[src/rtl/ram_dump_reader.sv]
// ram_dump_reader: walks a RAM address range and streams each byte with its address over a valid/ready port.
module ram_dump_reader #(
    parameter logic [3:0] START_ADDR  = 4'h0,
    parameter logic [3:0] END_ADDR    = 4'hF,
    parameter bit         AUTO_ON_HLT = 1'b1
) (
    input  logic       clk,
    input  logic       reset,
    input  logic       start,
    input  logic       HLT,
    output logic       mem_rd,
    output logic [3:0] mem_addr,
    input  logic [7:0] mem_data,
    output logic [7:0] dout,
    output logic [3:0] dout_addr,
    output logic       dout_valid,
    input  logic       dout_ready,
    output logic       busy,
    output logic       done
);
    typedef enum logic [2:0] {IDLE, REQ, CAPT, SEND, FIN} state_t;
    state_t state, next;
    logic [3:0] cnt;
    logic hlt_q, trigger;
    always_comb begin
        next = state;
        trigger = start || (AUTO_ON_HLT && HLT && !hlt_q);
        case (state)
            IDLE:    next = trigger ? REQ : IDLE;
            REQ:     next = CAPT;
            CAPT:    next = SEND;
            SEND:    next = !dout_ready ? SEND : (cnt == END_ADDR ? FIN : REQ);
            FIN:     next = IDLE;
            default: next = IDLE;
        endcase
        // Outputs are gated by reset so they read 0 even before the first reset edge.
        mem_rd = reset && state == REQ;
        mem_addr = mem_rd ? cnt : 4'h0;
        dout_valid = reset && state == SEND;
        busy = reset && state != IDLE;
        done = reset && state == FIN;
    end
    always_ff @(posedge clk) begin
        if (!reset) begin
            state <= IDLE;
            cnt <= 4'h0;
            dout <= 8'h00;
            dout_addr <= 4'h0;
            hlt_q <= 1'b0;
        end else begin
            state <= next;
            hlt_q <= HLT;
            if (state == IDLE && trigger)
                cnt <= START_ADDR;
            else if (state == SEND && dout_ready && cnt != END_ADDR)
                cnt <= cnt + 4'd1;
            if (state == CAPT) begin
                dout <= mem_data;
                dout_addr <= cnt;
            end
        end
    end
endmodule

[config.mk]
export PLATFORM = sky130hd
export DESIGN_NAME = ram_dump_reader
export DESIGN_NICKNAME = d
export VERILOG_FILES = /design/src/rtl/ram_dump_reader.sv
export SDC_FILE = /design/constraint.sdc
export NUM_CORES = 1
export LEC_CHECK = 0
export ABC_AREA = 1
export ABC_CLOCK_PERIOD_IN_PS = 1800
export CAP_MARGIN = 20
export CELL_PAD_IN_SITES_DETAIL_PLACEMENT = 2
export CELL_PAD_IN_SITES_GLOBAL_PLACEMENT = 2
export CORE_MARGIN = 2
export CORE_UTILIZATION = 22
export CTS_CLUSTER_DIAMETER = 120
export CTS_CLUSTER_SIZE = 16
export DETAILED_ROUTE_END_ITERATION = 16
export PLACE_DENSITY = 0.74
export SYNTH_ARGS = -nofsm -noshare
export SYNTH_HDL_FRONTEND = slang
export SYNTH_SLANG_ARGS = --single-unit
[constraint.sdc]
create_clock -name clk -period 1.8 [get_ports clk]
set_clock_uncertainty 0.2 [all_clocks]
set_input_delay 0.36 -clock clk [delete_from_list [all_inputs] [get_ports clk]]
set_output_delay 0.36 -clock clk [all_outputs]
set_load 0.01 [all_outputs]
==> run_results.csv <==
group,metric,value,unit
outcome,status,"complete, no violations",
synthesis,synth-seq-cells,20,
synthesis,synthCells,126,
floorplanning,die_x,67.5,um
synthesis,syn_nets,140,
grt,grt_pass1_vias,1106,
sta,slew_viol_final,0,
cts,cts_tree,"yes",
power,p_leak,0.000601,uW
worst_setup_path,cp_slowest_cell,"dfxtp_4",
final_layout,multiInputGateArea,403,sq um
sta,rsz0062_at_grt,"no",
cts,cts_sinks,20,
worst_setup_path,arrival,1.16,ns
sta,worst_pin_slew,0.251,ns
final_layout,n_antenna_cell,0,
worst_hold_path,min_from,"dout[7]",
final_layout,num-nets-final,191,
detailed_routing,drt_iter0_markers,8,
cts,cts_max_path_buffers,2,
synthesis,netlist.area_leader.share,0.452,
sta,period_minus_slack,1.72,ns
floorplanning,start_util,0.225,
worst_setup_path,critPathLaunch,"state[0]",
worst_hold_path,hold_class,"reg -> reg",
placement,routabilityCongestion,0.797,
worst_setup_path,cpLargestDelayFamily,"flip-flops",
worst_setup_path,cp-start-kind,"flip-flop",
worst_setup_path,crit_chain,"inv_2 -> nand2_2 -> nor2_4 -> nor2_1 -> clkdlybuf4s15_1",
final_layout,final_layout_size_suffix_gt1_frac,0.244,
worst_setup_path,crit_path_end_kind,"output pin",
final_layout,regArea,407,sq um
power,power,1170,uW
floorplanning,io-pin-count,33,
worst_setup_path,slowest_delay,0.38,ns
cts,cts_htree_levels,1,
power,power.density,811,mW/mm^2
grt,grt_usage,0.145,
worst_setup_path,critPathKind,"reg -> out",
sta,setup_viol,0,
synthesis,syn_area,886,sq um
worst_setup_path,crit_buf_inv,2,
grt,grt_max_degree,24,
final_layout,fillers,448,
worst_setup_path,reg2reg_depth,9,
worst_setup_path,path_max_fanout,5,
sta,slew_headroom,0.833,
sta,min_period_over_period,0.953,
synthesis,synth.distinct_cells,18,
cts,cts-root-buf,"clkbuf_8",
placement,io_buffers,32,
synthesis,syn_avg_cell_area,7.03,sq um
floorplanning,core_area,0.00394,sq mm
sta,fmax,0.583,GHz
final_layout,area_growth,63.0,%
detailed_routing,drc,0,
power,ir_worst_vdd,282,uV
detailed_routing,firstDrtPassIters,2,
cts,numCtsBuffers,3,
detailed_routing,wl_per_cell,13.1,um
cts,path_clk_slew,0.08,ns
job,drv_cap,0,
grt,antenna_found_initial,0,
worst_hold_path,hold_depth,2,
detailed_routing,dr_total_vias,1011,
detailed_routing,viasPerCell,4.47,
synthesis,synth-seq-area-share,0.452,
synthesis,yosysWarningCount,0,
placement,hpwlAfterDp,2340,um
floorplanning,rows,23,
floorplanning,fp.dieH,67.5,um
final_layout,fin_util,0.366,
worst_setup_path,r2r_start,"cnt[1]",
synthesis,yosys-top-cells-area,"dfxtp_1 (45%), inv_1 (11%), a21oi_1 (9.0%), nand2_1 (8.1%), nor2_1 (5.1%)",
worst_setup_path,cp.depth,5,
grt,overflow,0,
grt,grt_pass1_wl,4950,um
sta,hold_viol,0,
synthesis,yosysTopAreaCell,"dfxtp_1",
worst_setup_path,cp.required,1.24,ns
detailed_routing,ant_nets,0,
cts,clock_latency,0.26,ns
floorplanning,die_area,0.00455,sq mm
detailed_routing,wl,2960,um
## cells in the mapped netlist
cell and number:
nand3_2 2, o21ai_1 7, nand4_1 2, buf_2 2
and3_1 1, o21ai_0 5, nor3_1 2, ha_1 1
inv_2 1, buf_4 1, a21oi_1 16, clkbuf_2 1
inv_1 25, o21bai_1 1, nand2_1 19, nor2_1 12
dfxtp_1 20, nand3_1 8
## state kept, by name, indices dropped and copies added (netlist names)
register and cells:
hlt_q 1, cnt 4, state 3, dout_addr 4, dout 8
## logic make-up (layout without fill, tap and decap cells)
logic type | after synthesis | in the layout | share of synthesized area
AND/OR/NAND/NOR | 46 | 46 | 0.232
adder cells (fa/ha/maj) | 1 | 1 | 0.0141
buffers and inverters | 30 | 80 | 0.136
flip-flops | 20 | 20 | 0.452
AO/OA/AOI/OAI | 29 | 29 | 0.167
## worst min-delay path, delay by kind of cell (launching register included)
family                 cells  cell delay, ns
DFF                        1            0.31
buffers and inverters      1            0.05
AOI/OAI and AO/OA          1            0.05
## cell type report
type | instances | area share
tap | 50 | 0.0433
timing repair buffer | 50 | 0.290
clock buffer | 4 | 0.0381
inverter | 26 | 0.0676
multi-input combinational | 76 | 0.279
sequential | 20 | 0.282
## layer usage
metal / wire (um) / share of wire / GRT usage
met1: 1180 / 0.40 / 0.162
met4: 33 / 0.011 / 0.0459
met5: 0 / 0 / 0
met3: 152 / 0.051 / 0.0183
met2: 1600 / 0.54 / 0.282
## worst paths after layout
path                    to  slack (ns)
setup / recovery      busy        0.08
hold / removal     dout[7]        0.25
setup reg to reg  state[0]        0.21
hold reg to reg    dout[7]        0.25
## cells in the final DEF (no fill, tap or decap), drive strengths merged, types with 2 or more instances in the layout
master,synthesis,final
a21oi,16,16
buf,3,24
clkbuf,1,5
clkdlybuf4s50,0,23
dfxtp,20,20
inv,26,26
nand2,19,19
nand3,10,10
nand4,2,2
nor2,12,12
nor3,2,2
o21ai,12,12
## through the flow
stage | std cells | hold slack [ns] | setup TNS, ns | area [sq um] | setup slack (ns)
2_1_floorplan | 126 | 0.253 | 0 | 886 | 0.398
3_3_place_gp | 220 | 0.231 | -4.48 | 1370 | -0.621
3_5_place_dp | 220 | 0.241 | -4.73 | 1370 | -0.673
4_1_cts | 226 | 0.260 | 0 | 1440 | 0.00651
5_1_grt | 226 | 0.273 | 0 | 1440 | 0.00669
6_report | 226 | 0.250 | 0 | 1440 | 0.0837
## what timing repair did
item                       4_1_cts  5_1_grt
pin swaps                        3        0
setup endpoints to repair        8        7
hold buffers                     0        0
setup buffers                    2        0
gates resized for setup         40        6
## power breakdown
part | total (uW) | internal [uW] | switching (uW)
clock network | 344 | 195 | 150
registers | 517 | 488 | 28.8
logic | 311 | 166 | 145
total | 1170 | 848 | 323
Power figures use the tool's default switching activity.
